<file path="src/rtl/serial_parity_unit_pkg.sv">
// Shared types and constants for the serial parity unit.
package serial_parity_unit_pkg;

    // Word sequencing states, 2-bit encoding.
    typedef enum logic [1:0] {
        IDLE   = 2'd0,
        SHIFT  = 2'd1,
        PARITY = 2'd2,
        REPORT = 2'd3
    } state_t;

    // Mode encodings sampled on an accepted start.
    localparam logic MODE_GEN = 1'b0;
    localparam logic MODE_CHK = 1'b1;

endpackage : serial_parity_unit_pkg

</file>
<file path="src/rtl/serial_parity_unit_xor_accumulator.sv">
// One-bit XOR accumulator: loads INIT on clear, folds bit_in in when enabled.
module xor_accumulator #(
    parameter logic INIT = 1'b0
) (
    input  logic clk,
    input  logic rst,
    input  logic clr,
    input  logic en,
    input  logic bit_in,
    output logic acc
);

    logic acc_d;
    logic acc_q;

    // Next accumulator value: clear has priority over the XOR fold.
    always_comb begin
        acc_d = acc_q;
        if (clr) begin
            acc_d = INIT;
        end else if (en) begin
            acc_d = acc_q ^ bit_in;
        end else begin
            acc_d = acc_q;
        end
    end

    // Accumulator register, reset to the parity seed.
    always_ff @(posedge clk or posedge rst) begin
        if (rst) begin
            acc_q <= INIT;
        end else begin
            acc_q <= acc_d;
        end
    end

    assign acc = acc_q;

endmodule : xor_accumulator

</file>
<file path="src/rtl/serial_parity_unit.sv">
// Serial parity generator/checker: folds WORD_LEN bits through an XOR
// accumulator and reports parity (generate) or a parity mismatch (check).
module serial_parity_unit
    import serial_parity_unit_pkg::*;
#(
    parameter int unsigned WORD_LEN = 8,
    parameter int unsigned ODD      = 0
) (
    input  logic                            clk,
    input  logic                            rst,
    input  logic                            start,
    input  logic                            mode,
    input  logic                            bit_in,
    input  logic                            bit_valid,
    output logic                            busy,
    output logic                            parity_out,
    output logic                            parity_valid,
    output logic                            error,
    output logic [$clog2(WORD_LEN+1)-1:0]   bit_count
);

    localparam int   CW      = $clog2(WORD_LEN + 1);
    localparam logic ODD_BIT = ODD[0];

    state_t          state_d, state_q;
    logic [CW-1:0]   bit_count_d, bit_count_q;
    logic            mode_d, mode_q;
    logic            busy_d, busy_q;
    logic            parity_out_d, parity_out_q;
    logic            parity_valid_d, parity_valid_q;
    logic            error_d, error_q;
    logic            acc_clr_s;
    logic            acc_en_s;
    logic            acc_s;
    logic            last_bit_s;

    xor_accumulator #(
        .INIT (ODD_BIT)
    ) u_acc (
        .clk    (clk),
        .rst    (rst),
        .clr    (acc_clr_s),
        .en     (acc_en_s),
        .bit_in (bit_in),
        .acc    (acc_s)
    );

    assign last_bit_s = (bit_count_q == CW'(WORD_LEN - 1));

    // Next-state, counter and output-register logic for the word sequencer.
    always_comb begin
        state_d        = state_q;
        bit_count_d    = bit_count_q;
        mode_d         = mode_q;
        parity_out_d   = parity_out_q;
        error_d        = error_q;
        parity_valid_d = 1'b0;
        acc_clr_s      = 1'b0;
        acc_en_s       = 1'b0;
        case (state_q)
            IDLE: begin
                if (start) begin
                    state_d      = SHIFT;
                    acc_clr_s    = 1'b1;
                    bit_count_d  = '0;
                    mode_d       = mode;
                    parity_out_d = 1'b0;
                    error_d      = 1'b0;
                end else begin
                    state_d = IDLE;
                end
            end
            SHIFT: begin
                if (bit_valid) begin
                    acc_en_s = 1'b1;
                    if (bit_count_q != CW'(WORD_LEN)) begin
                        bit_count_d = bit_count_q + CW'(1);
                    end else begin
                        bit_count_d = bit_count_q;
                    end
                    if (last_bit_s) begin
                        if (mode_q == MODE_CHK) begin
                            state_d = PARITY;
                        end else begin
                            // Result registers see the value the accumulator takes this edge.
                            state_d        = REPORT;
                            parity_valid_d = 1'b1;
                            parity_out_d   = acc_s ^ bit_in;
                            error_d        = 1'b0;
                        end
                    end else begin
                        state_d = SHIFT;
                    end
                end else begin
                    state_d = SHIFT;
                end
            end
            PARITY: begin
                if (bit_valid) begin
                    state_d        = REPORT;
                    parity_valid_d = 1'b1;
                    parity_out_d   = acc_s;
                    error_d        = acc_s ^ bit_in;
                end else begin
                    state_d = PARITY;
                end
            end
            REPORT: begin
                state_d = IDLE;
            end
            default: begin
                state_d = IDLE;
            end
        endcase
        busy_d = (state_d != IDLE);
    end

    // State and registered outputs.
    always_ff @(posedge clk or posedge rst) begin
        if (rst) begin
            state_q        <= IDLE;
            bit_count_q    <= '0;
            mode_q         <= MODE_GEN;
            busy_q         <= 1'b0;
            parity_out_q   <= 1'b0;
            parity_valid_q <= 1'b0;
            error_q        <= 1'b0;
        end else begin
            state_q        <= state_d;
            bit_count_q    <= bit_count_d;
            mode_q         <= mode_d;
            busy_q         <= busy_d;
            parity_out_q   <= parity_out_d;
            parity_valid_q <= parity_valid_d;
            error_q        <= error_d;
        end
    end

    assign busy         = busy_q;
    assign parity_out   = parity_out_q;
    assign parity_valid = parity_valid_q;
    assign error        = error_q;
    assign bit_count    = bit_count_q;

endmodule : serial_parity_unit

</file>
<file path="config.mk">
export PLATFORM = sky130hd
export DESIGN_NAME = serial_parity_unit
export DESIGN_NICKNAME = d
export VERILOG_FILES = /design/src/rtl/serial_parity_unit_pkg.sv /design/src/rtl/serial_parity_unit_xor_accumulator.sv /design/src/rtl/serial_parity_unit.sv
export SDC_FILE = /design/constraint.sdc
export NUM_CORES = 1
export LEC_CHECK = 0
export ABC_AREA = 1
export CELL_PAD_IN_SITES_DETAIL_PLACEMENT = 1
export CELL_PAD_IN_SITES_GLOBAL_PLACEMENT = 1
export CORE_UTILIZATION = 38
export DETAILED_ROUTE_END_ITERATION = 10
export PLACE_DENSITY_LB_ADDON = 0.08
export RECOVER_POWER = 25
export SETUP_SLACK_MARGIN = 0.1
export SYNTH_ARGS = -nofsm -noshare
export SYNTH_HDL_FRONTEND = slang
export SYNTH_SLANG_ARGS = --single-unit
</file>
<file path="constraint.sdc">
create_clock -name clk -period 4 [get_ports clk]
set_clock_uncertainty 0.1 [all_clocks]
set_input_delay 0.4 -clock clk [delete_from_list [all_inputs] [get_ports clk]]
set_output_delay 0.4 -clock clk [all_outputs]
set_load 0.02 [all_outputs]
</file>
==> impl_summary.md, run 1 <==
STA
The setup TNS is 0 ns. The number of setup violations in the final report is 0. The smallest clock period supported by the final layout is computed as 1.883 ns. The worst slew margin relative to its limit is 0.6767. The share of the clock period used by the worst path after layout is 0.4709. The final count of hold timing violations is 0. Setup repair after global routing left no endpoint under its margin. The actual slew at the worst max-slew pin is 0.4844 ns. Derived from the worst setup path, the maximum achievable clock frequency is 531.0 MHz. The number of pins with negative max-slew slack in the final report was 0.

CTS
The clock passes through at most 2 buffers. The CTS tree is yes. The clock sink count is 12. Gates resized during post-CTS repair numbered 0. The number of clock buffers inserted by TritonCTS is 3.

In this run, post-CTS hold repair placed 0 buffers. After clock tree synthesis, the clock-pin slew on the worst setup and hold paths is 0.07 ns. The number of setup buffers added after CTS is 0. The clock tree root buffer cell is clkbuf_4. CTS built an H-tree with a depth of 1.

The source-to-sink clock delay at the later pin of the worst-skew pair is 0.26 ns.

Placement
Once placement completed, the tool counted placed cells totaling 150. The number of port buffers is 13. The sum of net half-perimeters after detailed placement is 1390 microns. Routability-driven placement finished with a final weighted congestion of 0.7353.

Route
The via count of the routed design is 688. The number of DRC markers in iteration 0 is 8. For this run, design rule violations remaining after detail routing come to 0.

The length of the first detailed-routing pass in iterations is 4. For this block, the routed nets add up to 1722 microns of wire. After detailed routing, the average wire length per cell comes to 11.25 microns. Using the TritonRoute via totals, the vias-per-cell ratio works out to 4.497. The number of antenna-violating nets in the routed design is 0.

Run status
The flow ran to the end, and the final reports show no timing, DRC or antenna violations.

Synthesis
The per-instance average area after synthesis is 7.034 sq um. The most used flip-flop cell after synthesis is dfrtp_1. Ranked by instance count, the synthesized netlist is headed by 39 x nand2_1, 20 x inv_1, 12 x dfrtp_1. The area share of the leading cell type in the synthesized netlist is 0.3846. dfrtp_1 takes more of the synthesized area than any other cell. The number of nets in the synthesized netlist is 124.

Yosys instantiated no cell more often than nand2_1. Of the synthesized area, sequential elements account for 0.3846. The number of flops mapped to enable cells by yosys is 0. The gate count of the mapped netlist is 111. Yosys printed 0 warnings. The mapped netlist covers 780.7 sq um. The number of synthesized register bits is 12. Synthesis instantiated 15 different standard cells from the library. Yosys attributes the largest share of cell area to dfrtp_1 38%, nand2_1 19%, ha_1 11%, inv_1 9.6%, nor2_1 4.3%. The async set-reset flop share out of synthesis is 1.000.

Worst setup path
The data arrival time at the worst-slack endpoint is 1.38 ns. The number of buffers and inverters on the critical path is 1. In this run the worst path has a maximum fanout of 7. The worst setup path is captured at a primary output. Traced cell by cell, the critical path runs through clkdlybuf4s50_1. The kind of cell with the highest combined delay on the critical path is buffers and inverters. The setup path with the least slack is of type flop to primary output. The startpoint kind of the worst setup timing path is a flop. The master of the slowest instance on the critical path is clkdlybuf4s50_1. For the worst setup path, the data required time is 3.50 ns. The stage delay of the slowest cell on the critical path is 0.65 ns.

Floorplan
The floorplan step defined a die boundary enclosing 0.002240 sq mm. The core region is 0.001942 sq mm. In this run the count of I/O pins placed on the die edge is 14. The initial utilization of the core area, before any placement, comes to 0.4021. The row count is 16. From bottom edge to top edge, the die measures 47.33 microns.

The floorplan die width is 47.33 microns.

Pwr
The total power density per cell area is 696.5 mW/mm^2. The total leakage power is 0.5111 nW. The worst supply voltage drop on vdd is 0.0003317 V.

GRT
The largest net degree at the start of global routing is 13. The aggregate global-route resource usage is 0.1822. The via count of the first global-routing pass is 650. The initial antenna violation count is 0. Summed over all layers, the global routing overflow is 0. The first-pass GRT wire length is 2794 microns.

Finish
The layout has 261 filler cells. The register area is 300.3 sq um. The diode insertion count for antenna repair is 0. The ratio of cells with drive above 1 in the final layout is 0.06349. The area growth from synthesis to final layout is 22.44%.

Summing all multi-input logic gate instances after layout gives 394.1 sq um. The number of nets in the layout is 141. After the flow finishes, the layout carries non-filler instances totaling 153.

Worst hold path
The path category of the worst min-delay check is flop to flop.

Flow run
The tool flagged a number of max-cap violations equal to 0.
report_power, final:
part | switching, mW | internal [mW] | leakage, nW
logic | 0.234 | 0.146 | 0.347
registers | 0.0448 | 0.169 | 0.151
clock network | 0.0373 | 0.0347 | 0.0138
sequential cells by signal, indices dropped and copies added (netlist names):
name / count
bit_count: 4
state_q: 2
busy: 1
error: 1
mode_q: 1
parity_out: 1
parity_valid: 1
u_acc.acc: 1
layout make-up:
class                   count  area share
multi-input cells          78      0.4123
flip-flops and latches     12      0.3141
repair buffers             13      0.1361
inverters                  20     0.07853
well taps                  27     0.03534
clock buffers               3     0.02356
metal layers:
layer / global-route usage / share of wire / vias up
li1: - / - / 366
met1: 0.2407 / 0.48 / 314
met2: 0.2932 / 0.49 / 6
met3: 0.02308 / 0.019 / 2
met4: 0.08571 / 0.010 / 0
met5: 0 / 0 / -
cell families after synthesis:
logic type | count (synthesis) | synth area share
AND/OR/NAND/NOR | 63 | 0.3414
AO/OA/AOI/OAI | 8 | 0.05127
flip-flops | 12 | 0.3846
adder cells (fa/ha/maj) | 7 | 0.1122
buffers and inverters | 21 | 0.1106
worst paths after layout:
kind                                           from                  endpoint  slack (ns)  depth (start not counted)
max reg2reg                    state_q[1]$_DFF_PP0_  bit_count[1]$_DFFE_PP0P_        2.33                          8
min                               error$_DFFE_PP0P_         error$_DFFE_PP0P_        0.41                          2
min reg2reg                       error$_DFFE_PP0P_         error$_DFFE_PP0P_        0.41                          2
min in group asynchronous                       rst        mode_q$_DFFE_PP0P_        0.49                          2
max in group asynchronous                       rst  bit_count[3]$_DFFE_PP0P_        2.99                          2
max                        bit_count[3]$_DFFE_PP0P_              bit_count[3]        2.12                          1
cell usage in the layout, fill, tap and decap left out:
master / count
nand2_1: 39
inv_1: 20
dfrtp_1: 12
clkdlybuf4s50_1: 12
nor2_1: 9
ha_1: 7
nand3_1: 6
a21oi_1: 4
nand2_2: 3
o21ai_0: 3
clkbuf_4: 3
nand4_1: 2
nor2_2: 2
or2_0: 1
and2_1: 1
o21ai_1: 1
dlygate4sd3_1: 1
metrics by stage:
stage          instance area, sq um  setup slack [ns]  total power [mW]  utilization  hold slack (ns)
2_1_floorplan                 780.7             2.578            0.4830            -           0.1647
3_3_place_gp                  933.4             2.339            0.5848       0.4807           0.3633
3_5_place_dp                  933.4             2.289            0.6000       0.4807           0.3970
4_1_cts                       955.9             2.113            0.6759       0.4923           0.3583
5_1_grt                       955.9             2.071            0.7321       0.4923           0.4301
6_report                      955.9             2.117            0.6658       0.4923           0.4075
Note: power is estimated with default switching activity, not from simulation.
==> inputs of run 2 (changes only) <==
- CORE_UTILIZATION: 38 -> 36
- clock period: 4 -> 1.9 ns (I/O delays scaled with it)
==> impl_summary.md, run 2 (same netlist as run 1, synthesis figures left out) <==
Floorplan
14 I/O pins were placed. The area enclosed by the die boundary is 0.002359 sq mm. From left edge to right edge, the die measures 48.57 microns. The standard cell core area is 0.002002 sq mm. The initialized floorplan defines 16 standard-cell rows. The initial utilization of the core area, before any placement, comes to 0.3900.

The floorplan step set the die height to 48.57 microns.

Route
The average wire length per cell after detail routing is 11.18 microns. The total wirelength of the detailed-routed design is 1722 microns. The via density per instance is 4.519.

The number of DRC markers in iteration 0 is 11. The length of the first detailed-routing pass in iterations is 4. The remaining routing DRC violations is 0.

The via count of the routed design is 696. The detail route stage leaves a number of antenna-violating nets equal to 0.

STA
Setup violations remaining at the end of the flow were counted as 0. Subtracting the final worst setup slack from the clock period gives 1.698 ns. Setup repair after global routing left no endpoint under its margin. For this run, the top clock speed supported by timing is 588.8 MHz. Across all setup checks in the final design, the least slack found is 0.2016 ns. Of the available clock period, the critical path in the final layout requires 0.8939. The number of pins with negative max-slew slack in the final report is 0. The worst hold-check slack is 0.2527 ns. After routing, the total negative slack on setup checks comes to 0 ns. The final count of hold timing violations is 0. The worst pin sits at a relative slew slack of 0.6874. At the pin with the least slew margin, the transition time is 0.4684 ns.

GRT
The first global-routing pass estimated 3153 microns of wire. Entering global routing, the biggest net connects 13 pins. In the global route stage, overall resource usage came out at 0.1746.

The leftover overflow at the end of global routing is 0. The via count of the first global-routing pass came to 707. The initial antenna violation count is 0.

Finish
Across the whole layout, storage elements account for 300.3 sq um. The number of fill cells is 277. The diode insertion count for antenna repair is 0. The most common library cell in the layout ignoring fill and taps is nand2_1.

The ratio of cells with drive above 1 in the final layout is 0.07874. The top cell types in the final layout, fill and taps aside, are 39 x nand2_1, 20 x inv_1, 12 x dfrtp_1, 12 x clkdlybuf4s50_1, 9 x nor2_1. Compared with the post-synthesis result, the final layout area differs by 24.52%. The register with the most flip-flops in the layout has 4 of them.

Summing all multi-input logic gate instances after layout gives 396.6 sq um. The number of nets in the layout is 141.

CTS
Clock-pin slew was measured on the worst setup and hold paths at 0.08 ns. For this design, the sink count on the clock tree is 12. TritonCTS built the clock tree. The source-to-sink clock delay at the later pin of the worst-skew pair is 0.28 ns. The number of clock buffers inserted by TritonCTS is 3. The maximum buffer depth of the clock tree is 2. The CTS H-tree depth is 1. The clock tree root buffer cell is clkbuf_4.

Worst setup path
At the worst endpoint, the required time is 1.61 ns. The number of buffers and inverters on the critical path is 1. Tracing the worst setup path back leads to its startpoint at bit_count[3]$_DFFE_PP0P_. The master of the slowest instance on the critical path is clkdlybuf4s50_1. In this run the worst path has a maximum fanout of 7. The worst-case reg-to-reg path depth is 8. In this run the number of cells on the critical path is 1. The critical path endpoint category is a primary output. Walking the worst path, the cells encountered are clkdlybuf4s50_1. In this design, the stage delay of the slowest critical-path cell is 0.65 ns. Broken down by cell family, the worst path's largest delay share belongs to buffers and inverters. The critical path class is flop to primary output. STA classifies the critical path startpoint as a flop. The startpoint identified for the worst register-to-register timing path is state_q[1]$_DFF_PP0_. The data arrival time at the worst-slack endpoint is 1.41 ns.

Flow run
Across the run, the number of max-cap violations was 0.

Pwr
The total power density per cell area is 1502 mW/mm^2. Across the VDD grid, the largest voltage drop is 0.0006481 V. For this design the static power due to leakage is 0.5170 nW.

Placement
The number of port buffers is 13. Prior to clock tree synthesis, the placed netlist has a worst setup slack of 0.2728 ns. The sum of net half-perimeters after detailed placement is 1397 microns. Routability-driven placement finished with a final weighted congestion of 0.7525.

Worst hold path
In this run the worst hold path is classified as input port to asynchronous set/reset pin.

Run status
The flow ran to the end, and the final reports show no timing, DRC or antenna violations.
run 2: repair_timing:
item,4_1_cts,5_1_grt
resized for setup,0,1
setup endpoints to repair,0,3
setup buffers,0,0
hold buffers,0,0
run 2: cell type report:
cell class / count / area share
clock buffer: 4 / 0.03732
inverter: 20 / 0.07722
multi-input combinational: 78 / 0.4080
sequential: 12 / 0.3089
tap: 27 / 0.03475
timing repair buffer: 13 / 0.1338
run 2: through the flow:
step	instances	util	power (mW)	cell area, sq um
2_1_floorplan	111	-	1.017	780.7
3_3_place_gp	150	0.4663	1.244	933.4
3_5_place_dp	150	0.4663	1.255	933.4
4_1_cts	154	0.4844	1.475	969.7
5_1_grt	154	0.4856	1.619	972.2
6_report	154	0.4856	1.460	972.2
run 2: path summary, 6_finish.rpt:
check                                                end  slack [ns]
worst min register to register    parity_out$_DFFE_PP0P_        0.39
worst max-delay path                        bit_count[3]        0.20
min in group clk                  parity_out$_DFFE_PP0P_        0.39
max in group asynchronous         parity_out$_DFFE_PP0P_        1.13
worst min-delay path               u_acc.acc$_DFFE_PP0P_        0.25
worst max register to register  bit_count[3]$_DFFE_PP0P_        0.36
run 2: layer usage:
layer	wire length (microns)	vias up	GRT usage	share of wire
met1	845	313	0.2277	0.49
li1	-	365	-	-
met5	0	-	0	0
met2	775	14	0.2770	0.45
met3	73	4	0.05031	0.042
met4	28	0	0.05882	0.016
run 2: report_power, final:
part           internal, mW  switching [mW]  leakage (nW)  total [mW]
Clock                 0.117          0.0917        0.0210       0.208
Combinational         0.314           0.485         0.345       0.800
Sequential            0.356          0.0964         0.151       0.452
Total                 0.787           0.673         0.517        1.46
==> RTL change 1 (config.mk and constraints of run 2) <==
The 4 states of `state_t` get a one-hot encoding in 4 bits.
--- a/src/rtl/serial_parity_unit_pkg.sv
+++ b/src/rtl/serial_parity_unit_pkg.sv
@@ -4,7 +4,7 @@
     // Word sequencing states, 2-bit encoding.
-    typedef enum logic [1:0] {
-        IDLE   = 2'd0,
-        SHIFT  = 2'd1,
-        PARITY = 2'd2,
-        REPORT = 2'd3
+    typedef enum logic [3:0] {
+        IDLE   = 4'b0001,
+        SHIFT  = 4'b0010,
+        PARITY = 4'b0100,
+        REPORT = 4'b1000
     } state_t;
Function: no difference found for any inputs over 10 cycles, from zero or initial values and one cycle with rst high; not proved beyond that.
==> RTL change 1 against run 2 <==
Non-clock buffer count stayed put. Worst hold slack improved by 0.021 ns. Maximum frequency increased by 2.4%. Cell count fell by 9.7%. Largest power group unchanged. Cell area shrank 2.7%. Worst setup slack gained 0.040 ns. Sequential power is 7.3% lower. Power is 27% lower. Synthesized cell count fell by 14%. Area after synthesis fell by 3.2%. Wire length shrank 8.2%. Clock power down 15%. Sequential cell count up 2.
==> RTL change 1: results <==
group,metric,value,unit
yosys,synth_nets,103,
worst_setup_path,cp_slowest_stage_delay,0.64,ns
clocking,clkTransAtPathRegs,0.09,ns
layout,nets,121,
global_route,antenna_found_initial,0,
worst_setup_path,rr_endpoint,"parity_out$_DFFE_PP0P_",
worst_setup_path,rr_startpoint,"bit_count[0]$_DFFE_PP0P_",
clocking,clock_latency,0.28,ns
global_route,grt_pass1_vias,616,
yosys,netlist_top_cells_count,"nand2_1 (23), inv_1 (17), dfrtp_1 (13)",
yosys,synth_warnings,0,
layout,drive_gt1_frac,0.107,
clocking,htree_levels,1,
drt,drt_wl_total,1.58,mm
worst_setup_path,crit_family,"buffers and inverters",
timing,hold_ws,0.274,ns
pwr,peakVddDrop,0.000552,V
clocking,post_cts_buffers,0,
worst_setup_path,r2r_cells,10,
layout,antennaDiodeCount,0,
clocking,cts-root-buf,"clkbuf_4",
yosys,synth.distinct_cells,20,
drt,drt_iter0_markers,6,
clocking,clk_path_buf_depth,2,
global_route,grt_max_degree,15,
yosys,postSynth.asyncResetShare,1.00,
global_route,grt_usage,0.162,
worst_setup_path,critPathMaxFanout,5,
clocking,cts_buffers,3,
drt,drt-pass1-iter-count,4,
min_path,holdCritPathClass,"in2async",
yosys,synth_area_leaders,"dfrtp_1 (43%), nand2_1 (11%), inv_1 (8.4%)",
pwr,p_leak,0.446,nW
worst_setup_path,r2r_slack,0.36,ns
outcome,status,"complete, no violations",
timing,relSlewSlack,0.646,
global_route,grt_first_pass_wirelength,2.50,mm
yosys,ys_seq_area_frac,0.465,
placed_design,io_buffers,13,
placed_design,gp_congestion,0.769,
placed_design,dpl.hpwl,1.29,mm
worst_setup_path,arrival,1.37,ns
drt,routed_via_density,4.77,
clocking,cts_resized,0,
worst_setup_path,slowest_stage,"clkdlybuf4s50_1",
## RTL change 1: stage by stage
stage / setup WS, ns / instance area (sq um) / total power, W / util / cells
2_1_floorplan: 0.391 / 756 / 0.000756 / - / 95
3_3_place_gp: 0.364 / 920 / 0.000894 / 0.469 / 135
3_5_place_dp: 0.301 / 920 / 0.000909 / 0.469 / 135
4_1_cts: 0.229 / 946 / 0.00109 / 0.482 / 139
5_1_grt: 0.166 / 946 / 0.00117 / 0.482 / 139
6_report: 0.242 / 946 / 0.00107 / 0.482 / 139
## RTL change 1: worst max path at each step
stage,start,endpoint
floorplan,bit_count[0]$_DFFE_PP0P_,error$_DFFE_PP0P_
global placement,bit_valid,error$_DFFE_PP0P_
detailed placement,bit_valid,parity_out$_DFFE_PP0P_
CTS,bit_count[3]$_DFFE_PP0P_,bit_count[3]
global route,bit_count[3]$_DFFE_PP0P_,bit_count[3]
finish,bit_count[3]$_DFFE_PP0P_,bit_count[3]
## RTL change 1: per-layer routing
layer / share of wire / global-route usage / vias to the layer above
met2: 0.48 / 0.251 / 9
met3: 0.022 / 0.0340 / 4
met1: 0.48 / 0.211 / 319
li1: - / - / 331
met4: 0.017 / 0.0833 / 0
met5: 0 / 0 / -
## RTL change 1: cells by family (layout without fill, tap and decap cells)
| kind of cell | after synthesis | after routing | synth area share |
|---|---|---|---|
| AO/OA/AOI/OAI | 13 | 13 | 0.0977 |
| XOR/XNOR | 2 | 2 | 0.0232 |
| adder cells (fa/ha/maj) | 2 | 2 | 0.0331 |
| buffers and inverters | 17 | 34 | 0.0844 |
| flip-flops | 14 | 14 | 0.465 |
| AND/OR/NAND/NOR | 47 | 47 | 0.296 |
## RTL change 1: cell type report
cell class	instances	area (sq um)
fill	264	1020
inverter	17	63.8
clock buffer	4	26.3
multi-input combinational	64	340
tap	27	33.8
timing repair buffer	13	130
sequential	14	352
## RTL change 1: where the power goes
| part | total, W | switching, W | internal, W |
|---|---|---|---|
| clock network | 0.000177 | 0.0000952 | 0.0000813 |
| registers | 0.000419 | 0.0000451 | 0.000374 |
| logic | 0.000477 | 0.000304 | 0.000173 |
| total | 0.00107 | 0.000445 | 0.000628 |
==> RTL change 2 (config.mk and constraints of run 2) <==
Without the edit above. Set the parameter `WORD_LEN` to 32 (it was 8).
--- a/src/rtl/serial_parity_unit.sv
+++ b/src/rtl/serial_parity_unit.sv
@@ -5,3 +5,3 @@
 #(
-    parameter int unsigned WORD_LEN = 8,
+    parameter int unsigned WORD_LEN = 32,
     parameter int unsigned ODD      = 0
Ports: changed (resized bit_count); port bits go from 14 to 16. No check against the original RTL was run, so the function may have changed too.
==> RTL change 2 against run 2 <==
Worst setup slack got worse by 0.0063 ns. Area after synthesis rose by 16%. Cell count rose by 10%. Sequential power rose by 10%. Register-to-register slack got worse by 0.09 ns. Wire length rose by 24%. Sequential cell count rose by 2. Power rose by 1.8%. Cell area rose by 13%. Critical endpoint unchanged. Largest power group unchanged.
==> RTL change 2: results <==
group,metric,value,unit
layout,nFillCells,298,
timing,relSlewSlack,0.630,
pwr,p_int,0.000788,W
drt,drt-pass1-iter-count,3,
yosys,ys_seq_area_frac,0.387,
drt,routed_via_density,4.62,
placed_design,dpl_cell_area,1060,sq um
global_route,grt_max_degree,15,
placed_design,dpl.hpwl,1.71,mm
pwr,peakVddDrop,0.000588,V
layout,nets,156,
yosys,synth_area_leaders,"dfrtp_1 (39%), nand2_1 (18%), inv_1 (9.1%)",
layout,drive_gt1_frac,0.0704,
drt,vias,785,
layout,largest_reg_flops,6,
yosys,synth.distinct_cells,18,
yosys,postSynthAreaPerCell,7.19,sq um
drt,drt_wl_total,2.13,mm
placed_design,post-place-ws,0.190,ns
layout,fin_util,0.477,
global_route,grt_first_pass_wirelength,3.72,mm
clocking,cts_buffers,3,
placed_design,gp_congestion,0.733,
placed_design,io_buffers,15,
placed_design,dp_cells,167,
drt,drt_iter0_markers,7,
global_route,grt_pass1_vias,857,
global_route,grt_usage,0.188,
yosys,synthFlopType,"dfrtp_1",
outcome,status,"complete, no violations",
clocking,clock_latency,0.28,ns
yosys,synth_nets,138,
yosys,netlist_top_cells_count,"nand2_1 (43), inv_1 (22), dfrtp_1 (14)",
pwr,p_leak,0.573,nW
[RTL change 2: what timing repair did]
item	in CTS	in global routing
setup endpoints to repair	0	7
hold buffers	0	0
resized for setup	0	2
[RTL change 2: final cells by class]
type | instances | area share
Multi-Input combinational cell | 87 | 0.406
Sequential cell | 14 | 0.320
Timing Repair Buffer | 16 | 0.146
Inverter | 22 | 0.0754
Tap cell | 28 | 0.0320
Clock buffer | 3 | 0.0206
[RTL change 2: power groups by stage]
stage	clock, W	sequential (W)	combinational, W
floorplan	0	0.000533	0.000572
global placement	0	0.000494	0.000794
finish	0.000175	0.000497	0.000815
detailed placement	0	0.000504	0.000807
global route	0.000190	0.000511	0.000932
CTS	0.000182	0.000497	0.000810
[RTL change 2: final timing paths]
kind	start	to	slack, ns	cells past startpoint
min in group clk	error$_DFFE_PP0P_	error$_DFFE_PP0P_	0.39	2
max in group asynchronous	rst	bit_count[3]$_DFFE_PP0P_	1.04	2
hold / removal	rst	error$_DFFE_PP0P_	0.29	2
hold reg to reg	error$_DFFE_PP0P_	error$_DFFE_PP0P_	0.39	2
setup reg to reg	state_q[1]$_DFF_PP0_	bit_count[3]$_DFFE_PP0P_	0.27	7
setup / recovery	bit_count[3]$_DFFE_PP0P_	bit_count[3]	0.20	1
[RTL change 2: cells by family (layout without fill, tap and decap cells)]
family | Yosys count | after routing | share of synthesized area
AOI/OAI and AO/OA | 13 | 13 | 0.0760
xor gates and xnor gates | 1 | 1 | 0.00967
adders and majority gates | 6 | 6 | 0.0829
buffers and inverters | 25 | 41 | 0.131
DFF | 14 | 14 | 0.387
and+or+nand+nor | 67 | 67 | 0.314
[RTL change 2: metal layers]
metal	share of wire	vias up	global-route usage
met3	0.025	2	0.0292
met1	0.52	355	0.248
met4	0.0056	0	0.0658
met5	0	-	0
li1	-	417	-
met2	0.45	11	0.310
